$ cat src/rtl/axi2apb_pkg.sv
// Shared types and constants for the AXI-to-APB bridge.
//   state_e        : bridge FSM states
//   RESP_*         : AXI response codes
//   BURST_*        : AXI burst type codes
//   burst_bad()    : true when a burst cannot be mapped onto APB beats
package axi2apb_pkg;

    typedef enum logic [2:0] {
        IDLE,
        W_DATA,
        SETUP,
        ACCESS,
        B_RESP,
        R_DATA
    } state_e;

    localparam logic [1:0] RESP_OKAY   = 2'b00;
    localparam logic [1:0] RESP_SLVERR = 2'b10;

    localparam logic [1:0] BURST_FIXED = 2'b00;
    localparam logic [1:0] BURST_INCR  = 2'b01;
    localparam logic [1:0] BURST_WRAP  = 2'b10;

    localparam int APB_DATA_WIDTH = 32;

    // Only FIXED/INCR with beats no wider than the 32-bit APB bus are mapped.
    function automatic logic burst_bad(input logic [1:0] burst, input logic [2:0] size);
        return !((burst == BURST_FIXED) || (burst == BURST_INCR)) || (size > 3'd2);
    endfunction

endpackage

$ cat src/rtl/axi2apb_bridge_addr_gen.sv
// Per-burst beat sequencer.
//   load_i   : capture a new burst (addr/len/size/burst)
//   step_i   : current beat finished, advance to the next
//   addr_o   : address of the current beat
//   last_o   : current beat is the final one
//   bad_o    : captured burst is unsupported
module axi2apb_addr_gen
    import axi2apb_pkg::*;
#(
    parameter int ADDR_W = 32,
    parameter int LEN_W  = 4
) (
    input  logic              clk_i,
    input  logic              rst_i,
    input  logic              load_i,
    input  logic [ADDR_W-1:0] addr_i,
    input  logic [LEN_W-1:0]  len_i,
    input  logic [2:0]        size_i,
    input  logic [1:0]        burst_i,
    input  logic              step_i,
    output logic [ADDR_W-1:0] addr_o,
    output logic              last_o,
    output logic              bad_o
);

    logic [ADDR_W-1:0] addr_q, addr_d;
    logic [LEN_W-1:0]  cnt_q;
    logic [2:0]        size_q;
    logic [1:0]        burst_q;
    logic              bad_q;

    // INCR advances by the beat size; the carry simply wraps at the top of the space.
    assign addr_d = (burst_q == BURST_INCR) ? addr_q + (ADDR_W'(1) << size_q) : addr_q;

    always_ff @(posedge clk_i) begin
        if (rst_i) begin
            addr_q  <= '0;
            cnt_q   <= '0;
            size_q  <= '0;
            burst_q <= BURST_FIXED;
            bad_q   <= 1'b0;
        end else if (load_i) begin
            addr_q  <= addr_i;
            cnt_q   <= len_i;
            size_q  <= size_i;
            burst_q <= burst_i;
            bad_q   <= burst_bad(burst_i, size_i);
        end else if (step_i) begin
            addr_q  <= addr_d;
            cnt_q   <= cnt_q - LEN_W'(1);
        end
    end

    assign addr_o = addr_q;
    assign last_o = (cnt_q == '0);
    assign bad_o  = bad_q;

endmodule

$ cat src/rtl/axi2apb_bridge.sv
// AXI slave to APB master bridge. One burst in flight; each AXI beat becomes
// one APB transfer. Unsupported bursts are answered with SLVERR without any
// APB activity. Read/write contention is arbitrated round-robin.
//   AXI_AW*/W*/B* : AXI write channels (slave side)
//   AXI_AR*/R*    : AXI read channels (slave side)
//   APB_*         : APB master
module axi2apb_bridge
    import axi2apb_pkg::*;
#(
    parameter int C_AXI_ID_WIDTH   = 1,
    parameter int C_AXI_ADDR_WIDTH = 32,
    parameter int C_AXI_DATA_WIDTH = 64,
    parameter int C_AXI_LEN_WIDTH  = 4
) (
    input  logic                          AXI_ACLK,
    input  logic                          AXI_ARESET,
    input  logic [C_AXI_ID_WIDTH-1:0]     AXI_AWID,
    input  logic [C_AXI_ADDR_WIDTH-1:0]   AXI_AWADDR,
    input  logic [C_AXI_LEN_WIDTH-1:0]    AXI_AWLEN,
    input  logic [2:0]                    AXI_AWSIZE,
    input  logic [1:0]                    AXI_AWBURST,
    input  logic [2:0]                    AXI_AWPROT,
    input  logic                          AXI_AWVALID,
    output logic                          AXI_AWREADY,
    input  logic [C_AXI_ID_WIDTH-1:0]     AXI_WID,
    input  logic [C_AXI_DATA_WIDTH-1:0]   AXI_WDATA,
    input  logic [C_AXI_DATA_WIDTH/8-1:0] AXI_WSTRB,
    input  logic                          AXI_WLAST,
    input  logic                          AXI_WVALID,
    output logic                          AXI_WREADY,
    output logic [C_AXI_ID_WIDTH-1:0]     AXI_BID,
    output logic [1:0]                    AXI_BRESP,
    output logic                          AXI_BVALID,
    input  logic                          AXI_BREADY,
    input  logic [C_AXI_ID_WIDTH-1:0]     AXI_ARID,
    input  logic [C_AXI_ADDR_WIDTH-1:0]   AXI_ARADDR,
    input  logic [C_AXI_LEN_WIDTH-1:0]    AXI_ARLEN,
    input  logic [2:0]                    AXI_ARSIZE,
    input  logic [1:0]                    AXI_ARBURST,
    input  logic [2:0]                    AXI_ARPROT,
    input  logic                          AXI_ARVALID,
    output logic                          AXI_ARREADY,
    output logic [C_AXI_ID_WIDTH-1:0]     AXI_RID,
    output logic [C_AXI_DATA_WIDTH-1:0]   AXI_RDATA,
    output logic [1:0]                    AXI_RRESP,
    output logic                          AXI_RLAST,
    output logic                          AXI_RVALID,
    input  logic                          AXI_RREADY,
    output logic [C_AXI_ADDR_WIDTH-1:0]   APB_PADDR,
    output logic                          APB_PSEL,
    output logic                          APB_PENABLE,
    output logic                          APB_PWRITE,
    output logic [APB_DATA_WIDTH-1:0]     APB_PWDATA,
    output logic [APB_DATA_WIDTH/8-1:0]   APB_PSTRB,
    output logic [2:0]                    APB_PPROT,
    input  logic [APB_DATA_WIDTH-1:0]     APB_PRDATA,
    input  logic                          APB_PREADY,
    input  logic                          APB_PSLVERR
);

    state_e                        state_q;
    logic                          rr_q;      // 1: write side wins a tie
    logic                          is_wr_q;
    logic                          err_q;     // accumulated write error
    logic [C_AXI_ID_WIDTH-1:0]     id_q;
    logic [2:0]                    prot_q;
    logic [APB_DATA_WIDTH-1:0]     pwdata_q;
    logic [APB_DATA_WIDTH/8-1:0]   pstrb_q;
    logic [APB_DATA_WIDTH-1:0]     rdata_q;
    logic [1:0]                    rresp_q;

    logic                          grant_w, aw_hs, ar_hs, apb_done, r_hs, step;
    logic [C_AXI_ADDR_WIDTH-1:0]   beat_addr;
    logic                          beat_last, bad;

    // WID is not needed: only one burst is ever outstanding.
    logic unused_wid;
    assign unused_wid = ^AXI_WID;

    assign grant_w  = AXI_AWVALID && (rr_q || !AXI_ARVALID);
    assign aw_hs    = (state_q == IDLE) && grant_w;
    assign ar_hs    = (state_q == IDLE) && AXI_ARVALID && !grant_w;
    assign apb_done = (state_q == ACCESS) && APB_PREADY;
    assign r_hs     = (state_q == R_DATA) && AXI_RREADY;
    // A beat retires at the end of its APB write, its R handshake, or (bad write) its W handshake.
    assign step     = (apb_done && is_wr_q) || r_hs ||
                      ((state_q == W_DATA) && AXI_WVALID && bad);

    axi2apb_addr_gen #(
        .ADDR_W (C_AXI_ADDR_WIDTH),
        .LEN_W  (C_AXI_LEN_WIDTH)
    ) u_addr_gen (
        .clk_i   (AXI_ACLK),
        .rst_i   (AXI_ARESET),
        .load_i  (aw_hs || ar_hs),
        .addr_i  (aw_hs ? AXI_AWADDR  : AXI_ARADDR),
        .len_i   (aw_hs ? AXI_AWLEN   : AXI_ARLEN),
        .size_i  (aw_hs ? AXI_AWSIZE  : AXI_ARSIZE),
        .burst_i (aw_hs ? AXI_AWBURST : AXI_ARBURST),
        .step_i  (step),
        .addr_o  (beat_addr),
        .last_o  (beat_last),
        .bad_o   (bad)
    );

    always_ff @(posedge AXI_ACLK) begin
        if (AXI_ARESET) begin
            state_q  <= IDLE;
            rr_q     <= 1'b1;
            is_wr_q  <= 1'b0;
            err_q    <= 1'b0;
            id_q     <= '0;
            prot_q   <= '0;
            pwdata_q <= '0;
            pstrb_q  <= '0;
            rdata_q  <= '0;
            rresp_q  <= RESP_OKAY;
        end else begin
            case (state_q)
                IDLE: begin
                    if (aw_hs) begin
                        state_q <= W_DATA;
                        rr_q    <= 1'b0;
                        is_wr_q <= 1'b1;
                        err_q   <= 1'b0;
                        id_q    <= AXI_AWID;
                        prot_q  <= AXI_AWPROT;
                    end else if (ar_hs) begin
                        rr_q    <= 1'b1;
                        is_wr_q <= 1'b0;
                        err_q   <= 1'b0;
                        id_q    <= AXI_ARID;
                        prot_q  <= AXI_ARPROT;
                        // Bad reads skip APB and return zero data with SLVERR on every beat.
                        if (burst_bad(AXI_ARBURST, AXI_ARSIZE)) begin
                            state_q <= R_DATA;
                            rdata_q <= '0;
                            rresp_q <= RESP_SLVERR;
                        end else begin
                            state_q <= SETUP;
                        end
                    end
                end
                W_DATA: begin
                    if (AXI_WVALID) begin
                        pwdata_q <= beat_addr[2] ? AXI_WDATA[63:32] : AXI_WDATA[31:0];
                        pstrb_q  <= beat_addr[2] ? AXI_WSTRB[7:4]   : AXI_WSTRB[3:0];
                        if (AXI_WLAST != beat_last) err_q <= 1'b1;
                        if (!bad)           state_q <= SETUP;
                        else if (beat_last) state_q <= B_RESP;
                    end
                end
                SETUP: state_q <= ACCESS;
                ACCESS: begin
                    if (APB_PREADY) begin
                        if (is_wr_q) begin
                            if (APB_PSLVERR) err_q <= 1'b1;
                            state_q <= beat_last ? B_RESP : W_DATA;
                        end else begin
                            rdata_q <= APB_PRDATA;
                            rresp_q <= APB_PSLVERR ? RESP_SLVERR : RESP_OKAY;
                            state_q <= R_DATA;
                        end
                    end
                end
                B_RESP: if (AXI_BREADY) state_q <= IDLE;
                R_DATA: begin
                    if (AXI_RREADY) begin
                        if (beat_last) state_q <= IDLE;
                        else if (!bad) state_q <= SETUP;
                    end
                end
                default: state_q <= IDLE;
            endcase
        end
    end

    assign AXI_AWREADY = aw_hs;
    assign AXI_ARREADY = ar_hs;
    assign AXI_WREADY  = (state_q == W_DATA);
    assign AXI_BVALID  = (state_q == B_RESP);
    assign AXI_BID     = id_q;
    assign AXI_BRESP   = (AXI_BVALID && (err_q || bad)) ? RESP_SLVERR : RESP_OKAY;
    assign AXI_RVALID  = (state_q == R_DATA);
    assign AXI_RID     = id_q;
    assign AXI_RDATA   = {rdata_q, rdata_q};
    assign AXI_RRESP   = rresp_q;
    assign AXI_RLAST   = AXI_RVALID && beat_last;
    assign APB_PADDR   = beat_addr;
    assign APB_PSEL    = (state_q == SETUP) || (state_q == ACCESS);
    assign APB_PENABLE = (state_q == ACCESS);
    assign APB_PWRITE  = is_wr_q;
    assign APB_PWDATA  = pwdata_q;
    assign APB_PSTRB   = pstrb_q;
    assign APB_PPROT   = prot_q;

endmodule
$ cat config.mk
export PLATFORM = sky130hd
export DESIGN_NAME = axi2apb_bridge
export DESIGN_NICKNAME = d
export VERILOG_FILES = /design/src/rtl/axi2apb_pkg.sv /design/src/rtl/axi2apb_bridge_addr_gen.sv /design/src/rtl/axi2apb_bridge.sv
export SDC_FILE = /design/constraint.sdc
export NUM_CORES = 1
export LEC_CHECK = 0
export CORE_AREA = 2 2 138 140
export CTS_CLUSTER_SIZE = 25
export DETAILED_ROUTE_END_ITERATION = 8
export DIE_AREA = 0 0 140 142
export GPL_TIMING_DRIVEN = 0
export PLACE_DENSITY = 0.76
export RECOVER_POWER = 50
export SYNTH_ARGS = -nofsm -noshare
export SYNTH_HDL_FRONTEND = slang
export SYNTH_SLANG_ARGS = --single-unit
export TNS_END_PERCENT = 20
$ cat constraint.sdc
create_clock -name AXI_ACLK -period 2.9 [get_ports AXI_ACLK]
set_input_delay 0.58 -clock AXI_ACLK [delete_from_list [all_inputs] [get_ports AXI_ACLK]]
set_output_delay 0.58 -clock AXI_ACLK [all_outputs]
set_load 0.01 [all_outputs]
==> results.md <==
- Num CTS Buffers: 17
- Synth Flop Type: dfxtp_1
- Peak VDD IR: between 0.6 and 0.7 mV
- Worst-path clk slew: about 0.050 ns
- FF+latch area: ~0.0024 mm²
- R2R Setup Slk: between 0.2 and 0.25 ns
- Power per Cell Area: between 800 and 900 mW/mm²
- Die W: about 140 µm
- Setup violations, final: 0
- CTS root buffer: clkbuf_16
- GR Overflow Total: 0
- Final Power: between 9 and 10 mW
- Count of cell types in the netlist: between 70 and 80
- Multi-input gate area: around 0.0038 mm²
- Io pins: around 360
- Die height: around 140 µm
- Area Overhead vs Synth: 65.83%
- Seq pwr share: 27.3%
- CTS tree: built
- Largest net degree at the start of global routing: 20
- DRC Markers: 30
- Number of global-route vias before repair: about 7600
- DR pass1 iterations: 9
- Startpoint types: input port
- Post-route minimum period: between 2 and 3 ns
- Clock Skew: ~0.011 ns
- Antenna viol nets, final: 0
- Yosys warns: 0
- Crit-path max FO: 7
- CP peak stage delay: 0.64 ns
- Wirelength, routed: 27050 µm
- CTS sink cnt: ~120
- CORE AREA: approximately 0.018 mm²
- Vias/cell: about 5.3
- RSZ-0062 raised after global routing: false
- Num rows: 50
- Max Freq: about 350 MHz
- Clk_lat worst skew: just over 0.4 ns
- Synthesized area: 0.006840 mm²
- Number of synthesized register bits: around 120
- Port Buffer Count: about 350
- First-pass GRT wire length: 40410 µm
- CP Data Arrival Time: roughly 2.3 ns
- Worst Tran Pin Value: approximately 0.93 ns
- Nets@finish: approximately 1500
- Setup ws final: approximately 0.039 ns
- Worst hold margin: 0.4677 ns
- LEAKAGE: 4.576 nW
- Crit-path cells: dlygate4sd3_1, a21bo_2, or2_2, clkinv_2, dlygate4sd2_1
- Die area: 0.01988 mm²
- Post-synthesis sequential area ratio: about 35%
- GRT Overall Usage: approximately a quarter
- Critical Path End: AXI_ARREADY
- Ys async rst share: 0%
- Required time of the critical path: 2.32 ns
- Initial core utilization: between 30% and 40%
- FF-to-FF Start: u_addr_gen.size_q[0]$_SDFFE_PP0N_
- Slew HR: a little under two fifths
- Final period util: 98.65%
- CP max stage cell: dlygate4sd3_1
- Clock buffer depth: 2
- Syn avg cell area: approximately 7.9 µm²
- Cell count after synthesis: approximately 870
- Post-synth EDFFs: 0
- Hold Path Class: reg -> reg
- DP Wirelength: around 21000 µm
- Slew Viols, Final: 0
- Switching power total: about 3.7 mW
- Worst Setup SP: AXI_ARVALID
- Clock share of power: 24.9%
- Commonest non-fill, non-tap cell in the layout: clkdlybuf4s50_1
- Layout cells sized above 1: 9.696%
- Fin. Hold Viols: 0
- Fin util: 61.46%
- Failing checks: design-rule violations
- Setup CP Type: in -> out
- H-tree levels: 4
- Comb pwr share: a little under half
- Worst hold stages: 2
- Average wire per standard cell: 18.24 µm
- Gpl congestion: just over 0.9
- Cells after DPL: ~1500
- Worst-case reg-to-reg path depth: 9
- Initial drt markers: about 560
- Worst reg2reg path endpoint: u_addr_gen.addr_o[23]$_SDFFE_PP0P_
- Fillers: between 1500 and 2000
- Via count: roughly 7900
- Most used cells in the layout excluding fill and tap cells: clkdlybuf4s50_1 (224), nand2_1 (137), dlygate4sd3_1 (122)
- Critical path capture point type: output port
- Initial antenna violation count: 0
- Status: complete, but fails checks
- Setup WS pre-CTS: -0.4684 ns
- Total of max-cap violations: 0
- Cell Count, Final, Fillers Out: ~1500
- Cts hold-fix bufs: 0
- Internal: 5.709 mW
- Switching share of power: between 30% and 40%
==> kinds of logic after synthesis <==
family | synth area share [%]
AND/OR/NAND/NOR | 22.86
AO/OA/AOI/OAI | 21.31
flip-flops | 35.41
buffers and inverters | 9.914
multiplexers | 6.329
XOR/XNOR | 2.177
adder cells (fa/ha/maj) | 1.939
other | 0.05482
==> cell usage after synthesis, drive strengths merged (17+ instances only) <==
cell,n,area share [%]
nand2,137,7.5
dfxtp,121,35
nor2,89,4.9
a21oi,75,5.5
buf,68,7.0
nand3,53,4.0
a211oi,49,5.4
mux2i,41,6.0
clkbuf,32,1.8
nor3,22,2.4
a311oi,19,2.4
inv,17,0.93
==> power groups by stage <==
stage	clock network (mW)	logic (mW)	registers (mW)
after floorplan	0	2.46	2.64
after global routing	2.46	4.84	2.64
after CTS	2.37	4.59	2.53
final	2.35	4.50	2.57
after global placement	0	4.52	2.54
after detailed placement	0	4.56	2.56
==> routing by layer <==
layer  global-route usage [%]  wire length, µm
met1                    31.16            10900
met2                    44.96            13180
met3                    6.427             2164
met4                    10.15              808
met5                        0                0
==> worst max-delay path, delay by kind of cell <==
kind / cells / cell delay (ns)
AOI/OAI and AO/OA: 1 / 0.26
buffers and inverters: 3 / 1.11
and+or+nand+nor: 1 / 0.33
==> registers in the layout (all words and copies together), names as in the netlist, 3 cells and up <==
signal and count:
APB_PPROT 3, APB_PSTRB 4, APB_PWDATA 32, rdata_q 32, state_q 3, u_addr_gen.addr_o 32
u_addr_gen.cnt_q 4, u_addr_gen.size_q 3
==> worst min path at each step <==
| stage | startpoint | to |
|---|---|---|
| 2_1_floorplan | u_addr_gen.burst_q[0]$_SDFFE_PP0N_ | u_addr_gen.burst_q[0]$_SDFFE_PP0N_ |
| 3_3_place_gp | rdata_q[0]$_SDFFE_PP0P_ | rdata_q[0]$_SDFFE_PP0P_ |
| 3_5_place_dp | rdata_q[2]$_SDFFE_PP0P_ | rdata_q[2]$_SDFFE_PP0P_ |
| 4_1_cts | rdata_q[2]$_SDFFE_PP0P_ | rdata_q[2]$_SDFFE_PP0P_ |
| 5_1_grt | rdata_q[21]$_SDFFE_PP0P_ | rdata_q[21]$_SDFFE_PP0P_ |
| 6_report | rdata_q[2]$_SDFFE_PP0P_ | rdata_q[2]$_SDFFE_PP0P_ |
==> area by class of cell <==
class,count,share of cell area [%]
inverters,19,0.6728
repair buffers,354,31.16
well taps,234,2.581
multi-input cells,627,33.26
flip-flops and latches,121,21.35
diodes,1,0.02206
clock buffers,20,4.026
plain buffers,96,5.206
clock inverters,11,1.721
==> repair_timing <==
item,4_1_cts,5_1_grt
buffers inserted,0,5
endpoints found under the setup margin,3,17
pin swaps,0,1
resized for setup,3,9
gates cloned,0,0
==> stage by stage <==
step | instance area (µm²) | setup TNS, ns
6_report | 11340 | 0
5_1_grt | 11340 | 0
4_1_cts | 11280 | -0.07854
3_5_place_dp | 10630 | -2.005
3_3_place_gp | 10630 | -0.8054
2_1_floorplan | 6844 | 0
(Power assumes the default switching activity.)
